==> src/rtl/matrix_calc_pkg.sv <==
// Shared definitions for the matrix calculator: FSM state codes,
// one-hot operation codes and the countdown state encoding.
package matrix_calc_pkg;

   localparam logic [3:0] S0_IDLE   = 4'd0;
   localparam logic [3:0] S8_SELECT = 4'd8;
   localparam logic [3:0] S9_WAIT   = 4'd9;

   localparam logic [3:0] OP_T = 4'b0001;
   localparam logic [3:0] OP_A = 4'b0010;
   localparam logic [3:0] OP_B = 4'b0100;
   localparam logic [3:0] OP_C = 4'b1000;

   typedef enum logic [1:0] {
      CD_IDLE = 2'd0,
      CD_RUN  = 2'd1,
      CD_HOLD = 2'd2,
      CD_DONE = 2'd3
   } cd_state_e;

   function automatic logic is_onehot4(input logic [3:0] v);
      return (v != 4'd0) && ((v & (v - 4'd1)) == 4'd0);
   endfunction

endpackage

==> src/rtl/btn_debounce.sv <==
// Button conditioner: 2-FF synchronizer, stability-count debounce
// and a registered one-cycle strobe on the debounced rising edge.
module btn_debounce #(
   parameter int unsigned DEBOUNCE_CYCLES = 2_000_000
) (
   input  logic clk,
   input  logic rst_n,
   input  logic btn_in,
   output logic press
);

   localparam int unsigned CW = $clog2(DEBOUNCE_CYCLES + 1);

   logic          sync1_q;
   logic          sync2_q;
   logic          db_q;
   logic          db_d;
   logic          dbp_q;
   logic          press_q;
   logic          press_d;
   logic [CW-1:0] cnt_q;
   logic [CW-1:0] cnt_d;

   always_comb begin
      db_d    = db_q;
      cnt_d   = '0;
      press_d = db_q & ~dbp_q;
      // level flips only once it has disagreed for the full window
      if (sync2_q != db_q) begin
         if (cnt_q == CW'(DEBOUNCE_CYCLES - 1)) begin
            db_d = sync2_q;
         end else begin
            cnt_d = cnt_q + 1'b1;
         end
      end
   end

   always_ff @(posedge clk) begin
      if (!rst_n) begin
         sync1_q <= 1'b0;
         sync2_q <= 1'b0;
         db_q    <= 1'b0;
         dbp_q   <= 1'b0;
         cnt_q   <= '0;
         press_q <= 1'b0;
      end else begin
         sync1_q <= btn_in;
         sync2_q <= sync1_q;
         db_q    <= db_d;
         dbp_q   <= db_q;
         cnt_q   <= cnt_d;
         press_q <= press_d;
      end
   end

   assign press = press_q;

endmodule

==> src/rtl/op_select_input.sv <==
// Front-panel operation selector: latches confirmed one-hot op codes
// and runs the WAIT-state seconds countdown for the display and FSM.
module op_select_input
   import matrix_calc_pkg::*;
#(
   parameter int unsigned CLK_HZ          = 100_000_000,
   parameter int unsigned DEBOUNCE_CYCLES = 2_000_000,
   parameter int unsigned WAIT_SEC        = 9
) (
   input  logic       clk,
   input  logic       rst_n,
   input  logic [3:0] state,
   input  logic [3:0] sw_op,
   input  logic       btn_confirm,
   output logic [3:0] op_type,
   output logic       op_valid,
   output logic       op_confirm,
   output logic       op_error,
   output logic       timeout,
   output logic [3:0] sec_left
);

   localparam int unsigned PW = (CLK_HZ > 1) ? $clog2(CLK_HZ) : 1;

   logic [3:0]    sw_s1_q;
   logic [3:0]    sw_s2_q;
   logic          press;
   logic          in_s9;
   logic          acc;
   logic          valid_acc;
   logic          tick;
   logic          run_now;
   cd_state_e     cd_q;
   cd_state_e     cd_d;
   logic [PW-1:0] presc_q;
   logic [PW-1:0] presc_d;
   logic [3:0]    sec_q;
   logic [3:0]    sec_d;
   logic [3:0]    op_type_q;
   logic [3:0]    op_type_d;
   logic          op_valid_q;
   logic          op_valid_d;
   logic          op_confirm_q;
   logic          op_confirm_d;
   logic          op_error_q;
   logic          op_error_d;
   logic          timeout_q;
   logic          timeout_d;

   btn_debounce #(
      .DEBOUNCE_CYCLES(DEBOUNCE_CYCLES)
   ) u_btn_confirm (
      .clk   (clk),
      .rst_n (rst_n),
      .btn_in(btn_confirm),
      .press (press)
   );

   always_comb begin
      in_s9     = (state == S9_WAIT);
      acc       = press && ((state == S8_SELECT) || in_s9);
      valid_acc = acc && is_onehot4(sw_s2_q);
      tick      = (presc_q == PW'(CLK_HZ - 1));
      run_now   = in_s9 && ((cd_q == CD_IDLE) || (cd_q == CD_RUN));

      op_type_d    = op_type_q;
      op_valid_d   = op_valid_q;
      op_confirm_d = valid_acc;
      op_error_d   = acc && !is_onehot4(sw_s2_q);
      if (state == S0_IDLE) begin
         op_type_d  = 4'd0;
         op_valid_d = 1'b0;
      end else if (valid_acc) begin
         op_type_d  = sw_s2_q;
         op_valid_d = 1'b1;
      end

      cd_d      = cd_q;
      presc_d   = presc_q;
      sec_d     = sec_q;
      timeout_d = 1'b0;
      // the first S9 cycle already counts as a prescaler step
      if (!in_s9) begin
         cd_d    = CD_IDLE;
         presc_d = '0;
         sec_d   = 4'(WAIT_SEC);
      end else if (run_now) begin
         if (valid_acc) begin
            cd_d = CD_HOLD;
         end else if (tick) begin
            presc_d = '0;
            sec_d   = sec_q - 4'd1;
            if (sec_q == 4'd1) begin
               timeout_d = 1'b1;
               cd_d      = CD_DONE;
            end else begin
               cd_d = CD_RUN;
            end
         end else begin
            presc_d = presc_q + 1'b1;
            cd_d    = CD_RUN;
         end
      end
   end

   always_ff @(posedge clk) begin
      if (!rst_n) begin
         sw_s1_q      <= 4'd0;
         sw_s2_q      <= 4'd0;
         cd_q         <= CD_IDLE;
         presc_q      <= '0;
         sec_q        <= 4'(WAIT_SEC);
         op_type_q    <= 4'd0;
         op_valid_q   <= 1'b0;
         op_confirm_q <= 1'b0;
         op_error_q   <= 1'b0;
         timeout_q    <= 1'b0;
      end else begin
         sw_s1_q      <= sw_op;
         sw_s2_q      <= sw_s1_q;
         cd_q         <= cd_d;
         presc_q      <= presc_d;
         sec_q        <= sec_d;
         op_type_q    <= op_type_d;
         op_valid_q   <= op_valid_d;
         op_confirm_q <= op_confirm_d;
         op_error_q   <= op_error_d;
         timeout_q    <= timeout_d;
      end
   end

   assign op_type    = op_type_q;
   assign op_valid   = op_valid_q;
   assign op_confirm = op_confirm_q;
   assign op_error   = op_error_q;
   assign timeout    = timeout_q;
   assign sec_left   = sec_q;

endmodule

==> config.mk <==
export PLATFORM = sky130hd
export DESIGN_NAME = op_select_input
export DESIGN_NICKNAME = d
export VERILOG_FILES = /design/src/rtl/matrix_calc_pkg.sv /design/src/rtl/btn_debounce.sv /design/src/rtl/op_select_input.sv
export SDC_FILE = /design/constraint.sdc
export NUM_CORES = 1
export LEC_CHECK = 0
export ABC_AREA = 1
export BUFFER_PORTS_ARGS = -buffer_cell sky130_fd_sc_hd__buf_2
export CORE_MARGIN = 10
export CORE_UTILIZATION = 60
export DETAILED_ROUTE_END_ITERATION = 7
export PLACE_DENSITY_LB_ADDON = 0.12
export SLEW_MARGIN = 30
export SYNTH_ARGS = -nofsm -noshare
export SYNTH_HDL_FRONTEND = slang
export SYNTH_HIERARCHICAL = 1
export SYNTH_SLANG_ARGS = --single-unit
export TNS_END_PERCENT = 100
==> constraint.sdc <==
create_clock -name clk -period 1.7 [get_ports clk]
set_input_delay 0.34 -clock clk [delete_from_list [all_inputs] [get_ports clk]]
set_output_delay 0.34 -clock clk [all_outputs]
set_load 0.01 [all_outputs]
After elaboration in Yosys (flattened, before gate mapping)
Index checks and enable logic that the tools add are counted.

storage, ports and cells
  register bits = 75
  bits in latches = 0
  memory bits (writable) = 0
  memory bits (read-only) = 0
  input port bits = 11
  output and inout bits = 12
  memories kept = 0

operators by class
  add/subtract/negate cells = 4
  multiply operators = 0
  div/mod/pow operators = 0
  order comparisons = 0
  eq/ne operators = 7
  shift-type cells = 0
  muxes and demuxes = 5
  bitwise operators = 9
  reduce and logical (&&, ||, !) cells = 19

operator list
  operator                                                            count
  27-bit by 1-bit adder with 27-bit output, second input constant     1
  27-bit == test, second input constant                               1
  27-bit two-way mux                                                  1
  21-bit by 1-bit adder with 21-bit output, second input constant     1
  21-bit == test, second input constant                               1
  4-bit == test, second input constant                                2
  4-bit logical NOT                                                   2
  4-bit by 1-bit subtractor with 4-bit output, second input constant  2
  1-bit NOT                                                           7
  2-bit two-way mux                                                   3
  2-bit AND reduction                                                 3
  1-bit logical AND                                                   5
  5-bit OR reduction                                                  1
  4-bit AND                                                           1
  4-bit by 1-bit == test with 1-bit output, second input constant     1
  4-bit nonzero test                                                  1
  3-bit AND reduction                                                 1
  3-bit OR reduction                                                  1
  2-bit by 1-bit == test with 1-bit output, second input constant     1
  2-bit logical NOT                                                   1
  1-bit logical OR                                                    2
  2-bit OR reduction                                                  1
  1-bit AND                                                           1
  1-bit logical NOT                                                   1
  2 further kinds                                                     2

Logic depth before layout (Yosys ltp)
Gate-level depths: netlist of run 1.

  depth after elaboration = 7
  gate-level depth with buffers = 12
  gate-level depth less buffers = 12

Modules after synthesis
The synthesis of run 1 kept the hierarchy.

modules (own cells, without submodules)
  module           instances  cells an instance  area each (µm²)
  op_select_input  1          391                2,539.9
  btn_debounce     1          174                1,248.7

Least setup slack after synthesis of run 1
OpenSTA, ideal clock, no wires.

  path type = reg2reg
  from = register presc_q[0]
  to = register sec_q[2], in the netlist sec_left[2]
  arrival = 1.326 ns
  required time = 1.570 ns
  slack = 0.244 ns
  stages on the path, launching flop included = 11
  path buffers = 0
  cell sequence = dfxtp_1 -> ha_1 -> nand2_1 -> nor2_1 -> nand2_1 -> inv_1 -> nand2_1 -> nor2_2 -> nand3_1 -> nand2_1 -> a21oi_1

on the way
  cells in the longest elaborated chain, start to end = 2

RTL lines
  element                        line                    RTL
  start, declared                op_select_input.sv:35   logic [PW-1:0] presc_q;
  start signal, assigned         op_select_input.sv:122  presc_q <= presc_d;
  27-bit == test                 op_select_input.sv:63   tick = (presc_q == PW'(CLK_HZ - 1));
  3-bit AND reduction (no line)  -
  end signal, assigned           op_select_input.sv:112  sec_q <= 4'(WAIT_SEC);
  end, declared                  op_select_input.sv:37   logic [3:0] sec_q;

Every way passes these cells.
A chain may end at the register's enable or synchronous reset.

Worst setup path after layout of run 1
  from = register presc_q[0]
  to = register presc_q[22]

on the way
  cells in the longest elaborated chain, start to end = 2
  elaborated cells between the ends (all ways) = 3

RTL lines
  element                                                                     line                                           RTL
  27-bit by 1-bit adder with 27-bit output or 27-bit == test (tied branches)  op_select_input.sv:100, op_select_input.sv:63
  27-bit two-way mux (*)                                                      op_select_input.sv:90                          end else if (tick) begin

Every way passes the cells marked *; elsewhere a longest branch is shown, timed or not.

==> results of run 1 <==
-- where the power goes --
part / total (mW) / switching [mW] / internal [mW] / leakage (nW)
Sequential: 1.75 / 0.00551 / 1.74 / 0.599
Combinational: 0.0901 / 0.0556 / 0.0345 / 0.946
Clock: 1.41 / 0.688 / 0.720 / 0.103
-- layout make-up --
type | count | area share (%)
Timing Repair Buffer | 40 | 6.48
Clock buffer | 10 | 3.15
Inverter | 68 | 5.90
Clock inverter | 6 | 1.49
Multi-Input combinational cell | 413 | 46.8
Tap cell | 75 | 2.15
Sequential cell | 74 | 34.0
-- state kept, by name (all words and copies together), names as in the netlist --
register               flops
sw_s1_q                    4
timeout                    1
u_btn_confirm/press        1
op_error                   1
op_confirm                 1
sw_s2_q                    4
cd_q                       1
u_btn_confirm/dbp_q        1
u_btn_confirm/sync2_q      1
presc_q                   27
op_valid                   1
u_btn_confirm/db_q         1
sec_left                   4
u_btn_confirm/sync1_q      1
op_type                    4
u_btn_confirm/cnt_q       21
-- cell families after synthesis --
group | Yosys count
and+or+nand+nor | 354
xor gates and xnor gates | 17
adders and majority gates | 4
AOI/OAI and AO/OA | 38
buffers and inverters | 78
DFF | 74
-- per-layer routing --
metal / track usage [%] / vias up / wire length, um
met2: 26.3 / 81 / 3650
li1: - / 1842 / -
met3: 3.94 / 14 / 439
met4: 8.16 / 0 / 144
met5: 0 / - / 0
met1: 20.2 / 1539 / 3740
-- tightest hold or removal path, delay by kind of cell --
kind	cells	cell delay, ps
AND/OR/NAND/NOR	1	40
buffers and inverters	2	110
-- placed cells by master, fill, tap and decap left out, types with 3 or more instances in the layout --
cell type / count
buf_2: 22
inv_2: 3
nand3_1: 28
dfxtp_1: 72
xnor2_1: 5
buf_4: 15
o21ai_0: 8
clkbuf_8: 10
or2_2: 5
nand2_1: 148
nand4_1: 12
xor2_1: 12
buf_12: 3
nor2_4: 8
a21oi_1: 27
nor2_2: 11
ha_1: 3
inv_1: 64
nor2_1: 106
nand2_2: 6
nor3_1: 11
nand3_2: 8
-- final timing paths --
kind | from | endpoint | cells past startpoint
setup / recovery | presc_q[0]$_SDFFE_PN0P_ | presc_q[22]$_SDFFE_PN0P_ | 10
hold / removal | sw_op[3] | sw_s1_q[3]$_SDFF_PN0_ | 3
setup reg to reg | presc_q[0]$_SDFFE_PN0P_ | presc_q[22]$_SDFFE_PN0P_ | 10
hold reg to reg | u_btn_confirm/dbp_q$_SDFF_PN0_ | u_btn_confirm/press$_SDFF_PN0_ | 1
-- what timing repair did --
item | CTS | global route
resized for setup | 2 | 20
hold buffers | 0 | 0
setup buffers | 0 | 3
pin swaps | 0 | 4
endpoints found under the setup margin | 3 | 20
==> results.json, run 1 <==
{
  "reg2reg_slack_ps": 110,
  "grt_max_degree": 28,
  "yosys.area_share.simple_pct": 41.4,
  "whs_ps": 160,
  "yosys-top-cells-count": "nand2_1, nor2_1, dfxtp_1, inv_1, nand3_1",
  "cp_slowest_stage_delay_ps": 350,
  "startpoint_type": "flop",
  "vias": 3476,
  "rows": 28,
  "drive_gt1_share_pct": 17.8,
  "clock-sinks": 74,
  "dieArea_um2": 9890,
  "antenna_found_initial": 0,
  "die_x_um": 99.5,
  "drt-wirelength-per-cell_um": 11.6,
  "dp_cells": 667,
  "dp_slack_ps": -34.0,
  "h-tree-depth": 3,
  "synthArstFlopShare_pct": 0,
  "yosysSeqAreaShare_pct": 39.1,
  "synth.most_common_cell": "nand2_1",
  "vias_per_cell": 5.07,
  "power_mw": 3.25,
  "hp-class": "in2reg",
  "clk_latency_ps": 360,
  "synth_cell_types": 33,
  "synth_nets": 580,
  "die_y_um": 99.5,
  "synth_area_per_cell_um2": 6.71,
  "grt_pass1_vias": 3124,
  "syn_area_um2": 3790,
  "fillers": 488,
  "hold_viol_final": 0,
  "cts-root-buf": "clkbuf_8",
  "worst-path-buf-inv": 0,
  "fin_setup_tns_ps": 0,
  "period_needed_ps": 1590,
  "drt_first_iter_violations": 127,
  "boundaryPins": 23,
  "syn_to_final_growth_pct": 15.2,
  "synth.area.mux_share_pct": 0,
  "overflow": 0,
  "multi_input_area_um2": 2040,
  "cpLargestDelayFamily": "simple AND/OR/NAND/NOR gates",
  "grt_pass1_wl_um": 13600,
  "synthTopCellsByArea": "dfxtp_1, nand2_1, nor2_1",
  "synthXorXnorAreaFrac_pct": 3.93,
  "n_antenna_cell": 0,
  "ys_seq_elements": 74,
  "timing.final.crit_share_pct": 93.7,
  "io_buffers": 22,
  "fin_skew_ps": 8.16,
  "ir_drop_uv": 772,
  "end_kind": "flop",
  "initial_utilization_pct": 62.9,
  "dr.pass1.iters": 4,
  "instances_no_fill": 686,
  "cpMaxStageDelayCell": "dfxtp_2",
  "core_um2": 6030,
  "crit_chain": "ha_2 -> nand2_4 -> nor2_4 -> nand3_2 -> nor2_1 -> nand3_2 -> nor2_1 -> nand2_1 -> nand2_1 -> nor2_1",
  "synthCells": 565,
  "placed_cell_area_um2": 4060,
  "gp_congestion": 0.916,
  "ff_latch_area_um2": 1480,
  "fmax_ghz": 0.628,
  "crit_fanout": 4,
  "drt_wl_total_um": 7980,
  "drc": 0,
  "relSlewSlack_pct": 80.0,
  "worstPathRequired_ps": 1960,
  "critPathKind": "reg2reg",
  "cellLeakagePower_nw": 1.65,
  "cp_data_arrival_time_ps": 1860,
  "drv_cap": 0,
  "synth_top_area_share_pct": 39.1,
  "maxSlewViolCount": 0,
  "worst-slew-pin-transition_ps": 297,
  "crit_top_cell": "nor2_1",
  "numCtsBuffers": 9,
  "ant_nets": 0,
  "finalWorstSetupSlack_ps": 107,
  "synth_top_family_by_area": "simple AND/OR/NAND/NOR gates",
  "setup_viol": 0,
  "fin_util_pct": 72.4,
  "synth_top_area_cell": "dfxtp_1",
  "hpwlAfterDp_um": 5980,
  "synth_adder_area_share_pct": 1.32,
  "synth_ff_type": "dfxtp_1",
  "final_cell_area_um2": 4370,
  "powerDensity_nw_per_um2": 744,
  "status": "complete, no violations",
  "layout.nets": 621,
  "cts_buffer_depth": 2,
  "gr-usage-all-layers_pct": 16.4,
  "synth_edf_count": 0,
  "cts_tree": "yes",
  "synth-compound-area-share_pct": 5.52,
  "yosysWarnings": 6,
  "clk_pin_slew_ps": 80
}
No activity file was read; power rests on OpenSTA's default activity.
==> inputs of run 2 (changes only) <==
ABC_AREA = default   (was 1)
CAP_MARGIN = 20   (was default)
PLACE_DENSITY = 0.79   (was default)
PLACE_DENSITY_LB_ADDON = default   (was 0.12)
==> run 2 against run 1 <==
Compared with the run above: the flow now finishes with violations (setup timing); sequential share of layout area decreased by 3.7 points; utilization increased by 17 points; setup slack got worse by 700 ps; wire length increased by 88%; critical path depth decreased by 3; final cell count decreased by 19%; synthesized cell count decreased by 34%; global-route usage increased by 6.6 points; first-iteration DRC count increased to 4.0 times the previous value; non-clock buffer count increased by 74; clock skew increased by 8.5 ps; fmax decreased by 31%.
==> results.json, run 2 <==
{
  "placed_cell_area_um2": 4160,
  "end_kind": "flop",
  "reg_top3": "presc_q x27, u_btn_confirm/cnt_q x21",
  "die_y_um": 95.8,
  "io_buffers": 22,
  "hp-class": "in2reg",
  "instances_no_fill": 554,
  "gp_congestion": 0.871,
  "cts_tree": "yes",
  "grtUsageMet3_pct": 5.76,
  "pwr-share-comb_pct": 5.7,
  "worst-slew-pin-transition_ps": 534,
  "yosys-top-cells-count": "dfxtp_1, nor2_1, xnor2_1, nand3_1, nand2_1",
  "gr-usage-all-layers_pct": 23.1,
  "dr.pass1.iters": 5,
  "initial_utilization_pct": 62.2,
  "fin_setup_tns_ps": -15150,
  "syn_area_um2": 3450,
  "maxSlewViolCount": 0,
  "grt_setup_unrepaired": "yes",
  "synthCells": 371,
  "layout_commonest_cell": "buf_4",
  "synthArstFlopShare_pct": 0,
  "drive_gt1_share_pct": 49.4,
  "grt_max_degree": 24,
  "finalWorstSetupSlack_ps": -594,
  "startpoint_type": "flop",
  "clk_latency_ps": 370,
  "dieArea_um2": 9180,
  "powerDensity_nw_per_um2": 674,
  "grt_use_met2_pct": 39.1,
  "synthTopCellsByArea": "dfxtp_1, xnor2_1, nor2_1",
  "ir_drop_uv": 887,
  "die_x_um": 95.8,
  "busiest_layer": "met2",
  "clk_pin_slew_ps": 80,
  "final_cell_mix": "buf_4, dfxtp_1, xnor2_1, buf_2, nand3_1",
  "power.switching_uw": 852,
  "whs_ps": 181,
  "hold_viol_final": 0,
  "p_seq_share_pct": 52.4,
  "swShare_pct": 25.5,
  "synth_ff_type": "dfxtp_1",
  "largest_reg_flops": 27,
  "clock-sinks": 74,
  "grt_pass1_wl_um": 16800,
  "antenna_found_initial": 0,
  "grt_pass1_vias": 3441,
  "status": "finished, violations left",
  "drt-wirelength-per-cell_um": 27.1,
  "fmax_ghz": 0.436,
  "vias": 3944,
  "relSlewSlack_pct": 63.5,
  "violations": "setup timing",
  "crit_fanout": 16,
  "ys_seq_elements": 74,
  "cts-root-buf": "clkbuf_8",
  "synth_top_area_cell": "dfxtp_1",
  "syn_to_final_growth_pct": 44.0,
  "synth_edf_count": 0,
  "cts_buffer_depth": 2,
  "ant_nets": 0,
  "rows": 27,
  "timing.final.crit_share_pct": 135,
  "yosysSeqAreaShare_pct": 43.0,
  "layout.nets": 493,
  "numCtsBuffers": 9,
  "overflow": 0,
  "cp_data_arrival_time_ps": 2530,
  "top_register": "presc_q",
  "h-tree-depth": 3,
  "setup_viol": 58,
  "met1_usage_pct": 26.2,
  "cellLeakagePower_nw": 1.69,
  "n_antenna_cell": 0,
  "synth_area_per_cell_um2": 9.29,
  "drv_cap": 0,
  "drt_first_iter_violations": 503,
  "worstPathRequired_ps": 1940,
  "clock_power_share_pct": 41.9,
  "drc": 0,
  "synth_cell_types": 55,
  "period_needed_ps": 2290,
  "drt_wl_total_um": 15000,
  "hpwlAfterDp_um": 5930,
  "synth.most_common_cell": "dfxtp_1",
  "dp_cells": 524,
  "p_int_mw": 2.49,
  "vias_per_cell": 7.12,
  "synth_top_area_share_pct": 43.0,
  "boundaryPins": 23,
  "critPathKind": "reg2reg",
  "synth_nets": 386,
  "fin_skew_ps": 16.7,
  "final_cell_area_um2": 4970,
  "yosysWarnings": 6,
  "cts_hold_buf": 0,
  "fillers": 201,
  "core_um2": 5540
}
[run 2: cell types whose count changed in the layout (fill, tap and decap cells not counted), sizes merged, moves of 8 or more]
cell,before,now
xnor2,5,36
nand3,37,22
xor2,12,4
and3,1,10
buf,40,113
nand2,156,18
nor2,125,50
and2,2,15
a21oi,29,13
a2111oi,0,16
inv,69,9
[run 2: worst max-delay path, cell delays in order, from the launching register on]
cell     delay (ps)
dfxtp_1         390
nor2b_1         410
buf_4           260
nand2_4         190
a21oi_4         230
buf_6           170
mux2i_2         370
nor2_2          130
[run 2: layer usage]
metal  vias to the layer above  wire [um]
li1                       1557          -
met1                      1791       5150
met2                       436       6630
met3                       160       1850
met4                         0       1370
met5                         -          0
[run 2: per-stage QoR]
| step | util, % | setup WS [ps] | power [mW] |
|---|---|---|---|
| after floorplan | - | -83.4 | 1.86 |
| after global placement | 75.1 | -153 | 1.91 |
| after detailed placement | 75.1 | -288 | 1.92 |
| after CTS | 81.9 | -94.7 | 3.25 |
| after global routing | 89.7 | -572 | 3.39 |
| final | 89.7 | -594 | 3.35 |
[run 2: path summary, 6_finish.rpt]
check	start	endpoint	slack (ps)	cells after the start
worst max register to register	cd_q[1]$_SDFFE_PN0N_	presc_q[1]$_SDFFE_PN0P_	-590	7
worst min-delay path	btn_confirm	u_btn_confirm/sync1_q$_SDFF_PN0_	180	2
worst min register to register	u_btn_confirm/dbp_q$_SDFF_PN0_	u_btn_confirm/press$_SDFF_PN0_	400	1
worst max-delay path	cd_q[1]$_SDFFE_PN0N_	presc_q[1]$_SDFFE_PN0P_	-590	7
[run 2: logic make-up (layout without fill, tap and decap cells)]
kind of cell	after synthesis	after routing	share of synthesized area [%]
muxes	5	5	1.45
DFF	74	74	43.0
adders and majority gates	4	4	1.45
and+or+nand+nor	168	169	27.5
AOI/OAI and AO/OA	53	53	12.0
buffers and inverters	27	137	4.50
xor gates and xnor gates	40	40	10.2
[run 2: final cells by class]
class                   count  area [um^2]  share of cell area (%)
repair buffers            114          877                    17.7
inverters                   8         30.0                   0.605
clock inverters             6         67.6                    1.36
clock buffers               9          124                    2.49
well taps                  72         90.1                    1.81
flip-flops and latches     74         1510                    30.3
multi-input cells         271         2270                    45.8
[run 2: repair_timing]
item / 4_1_cts / 5_1_grt
endpoints found under the setup margin: 42 / 58
cloned: 2 / 3
pin swaps: 7 / 22
gates resized for setup: 34 / 94
endpoints found under the hold margin: 0 / 0
buffers inserted: 6 / 4
[run 2: power by group through the flow]
stage	registers (mW)	logic (mW)	clock network [mW]
after floorplan	1.79	0.0730	0
after global placement	1.79	0.124	0
after detailed placement	1.79	0.129	0
after CTS	1.75	0.142	1.36
after global routing	1.75	0.192	1.45
final	1.75	0.190	1.40
==> inputs of run 3 (changes only) <==
REMOVE_ABC_BUFFERS = 1   (was default)
==> run 3 against run 2 <==
Compared with the run above: the flow still finishes with violations (setup timing); clock power is 6% higher; critical path depth stayed put; via count is 16% lower; worst hold slack worse by 5.5 ps; fmax is 19% higher; first-iteration DRC count is 56% lower; sequential power hardly changed; power is 1.9% higher; setup slack better by 370 ps; die area stayed put; non-clock buffer count is 6 lower.
==> results.json, run 3 (same netlist as run 2, synthesis figures left out) <==
{
  "status": "finished, violations left",
  "violations": "setup timing",
  "critPathKind": "reg2reg",
  "grt_max_degree": 28,
  "pwr-share-comb_pct": 5.2,
  "min_path_cells": 2,
  "rr_worst_depth": 7,
  "powerDensity_nw_per_um2": 699,
  "drt_wl_total_um": 10700,
  "numCtsBuffers": 9,
  "drt_first_iter_violations": 223,
  "vias_per_cell": 6.03,
  "boundaryPins": 23,
  "grt_pass1_vias": 3205,
  "drc": 0,
  "p_int_mw": 2.53,
  "n_antenna_cell": 0,
  "fmax_ghz": 0.519,
  "cellLeakagePower_nw": 1.68,
  "cp_data_arrival_time_ps": 2220,
  "period_needed_ps": 1930,
  "core_um2": 5540,
  "final_cell_mix": "buf_4, dfxtp_1, xnor2_1, nor2_1, buf_2",
  "io_buffers": 22,
  "hpwlAfterDp_um": 5340,
  "hp-start": "sw_op[0]",
  "relSlewSlack_pct": 64.0,
  "cts_buffer_depth": 2,
  "rows": 27,
  "layout.nets": 486,
  "crit_fanout": 27,
  "clock_power_share_pct": 43.4,
  "final_cell_area_um2": 4880,
  "whs_ps": 176,
  "gp_congestion": 0.874,
  "grt_setup_unrepaired": "yes",
  "clock-sinks": 74,
  "cts_hold_buf": 0,
  "top_register": "presc_q",
  "vias": 3302,
  "cts_tree": "yes",
  "largest_reg_flops": 27,
  "p_seq_share_pct": 51.4,
  "hold_viol_final": 0,
  "grt_pass1_wl_um": 14800,
  "ir_drop_uv": 635,
  "initial_utilization_pct": 62.2,
  "end_kind": "flop",
  "syn_to_final_growth_pct": 41.4,
  "swShare_pct": 25.8,
  "overflow": 0,
  "placed_cell_area_um2": 4110,
  "hold-path-endpoint": "sw_s1_q[0]$_SDFF_PN0_",
  "finalWorstSetupSlack_ps": -226,
  "startpoint_type": "flop",
  "clk_latency_ps": 370,
  "dp_slack_ps": -198,
  "die_x_um": 95.8,
  "reg2reg_slack_ps": -230,
  "layout_commonest_cell": "buf_4",
  "hp-class": "in2reg",
  "reg2reg_from": "sw_s2_q[3]$_SDFF_PN0_",
  "drv_cap": 0,
  "drt-wirelength-per-cell_um": 19.6,
  "antenna_found_initial": 0,
  "dieArea_um2": 9180,
  "reg_top3": "presc_q x27, u_btn_confirm/cnt_q x21",
  "fin_skew_ps": 15.4,
  "maxSlewViolCount": 0,
  "power.switching_uw": 879,
  "die_y_um": 95.8,
  "clk_pin_slew_ps": 90,
  "setup_viol": 59,
  "worstReg2RegEnd": "presc_q[9]$_SDFFE_PN0P_",
  "ant_nets": 0,
  "h-tree-depth": 3,
  "timing.final.crit_share_pct": 113,
  "worst-slew-pin-transition_ps": 535,
  "gr-usage-all-layers_pct": 20.0,
  "worstPathRequired_ps": 1990,
  "drive_gt1_share_pct": 45.8,
  "dr.pass1.iters": 5,
  "cts-root-buf": "clkbuf_8"
}
## run 3: worst max path at each step
stage	start	end	slack (ps)	cells past startpoint
2_1_floorplan	presc_q[0]$_SDFFE_PN0P_	presc_q[10]$_SDFFE_PN0P_	-360	6
3_3_place_gp	sw_s2_q[1]$_SDFF_PN0_	presc_q[15]$_SDFFE_PN0P_	-180	6
3_5_place_dp	sw_s2_q[1]$_SDFF_PN0_	presc_q[15]$_SDFFE_PN0P_	-200	6
4_1_cts	sw_s2_q[0]$_SDFF_PN0_	op_type[0]$_SDFFE_PP0P_	-100	6
5_1_grt	sw_s2_q[3]$_SDFF_PN0_	presc_q[9]$_SDFFE_PN0P_	-270	7
6_report	sw_s2_q[3]$_SDFF_PN0_	presc_q[9]$_SDFFE_PN0P_	-230	7
## run 3: layer usage
| layer | GRT usage, % | up-vias | routed length [um] |
|---|---|---|---|
| li1 | - | 1535 | - |
| met1 | 21.9 | 1601 | 3910 |
| met2 | 36.6 | 118 | 5950 |
| met3 | 3.50 | 48 | 433 |
| met4 | 9.34 | 0 | 442 |
| met5 | 0 | - | 0 |
## run 3: what timing repair did
item,in CTS,in global routing
setup buffers,5,8
pin swaps,10,17
endpoints found under the setup margin,46,59
hold endpoints to repair,0,0
gates resized for setup,52,66
gates cloned,0,2
## run 3: cell type report
class | instances | area [um^2]
Timing Repair Buffer | 108 | 877
Sequential cell | 74 | 1500
Clock inverter | 7 | 83.8
Fill cell | 263 | 664
Tap cell | 72 | 90.1
Inverter | 8 | 30.0
Clock buffer | 9 | 124
Multi-Input combinational cell | 270 | 2170
## run 3: stage by stage
stage	power, mW	cells	setup TNS, ps	util [%]
2_1_floorplan	1.84	352	-16600	-
4_1_cts	3.35	538	-2700	81.6
5_1_grt	3.48	548	-10770	88.0
6_report	3.41	548	-7620	88.0
3_5_place_dp	1.92	517	-3700	74.1
3_3_place_gp	1.91	517	-2040	74.1
## run 3: power groups by stage
stage	logic [mW]	clock network, mW	registers [mW]
2_1_floorplan	0.0533	0	1.79
3_3_place_gp	0.126	0	1.79
3_5_place_dp	0.128	0	1.79
4_1_cts	0.156	1.44	1.75
5_1_grt	0.187	1.54	1.75
6_report	0.178	1.48	1.75
## run 3: worst max-delay path, cell delays in order, from the launching register on
cell and delay (ps):
dfxtp_2 360, or4b_4 580, o311ai_4 140, buf_12 160
a21oi_4 70, a21o_1 210, buf_12 170, a21oi_1 140
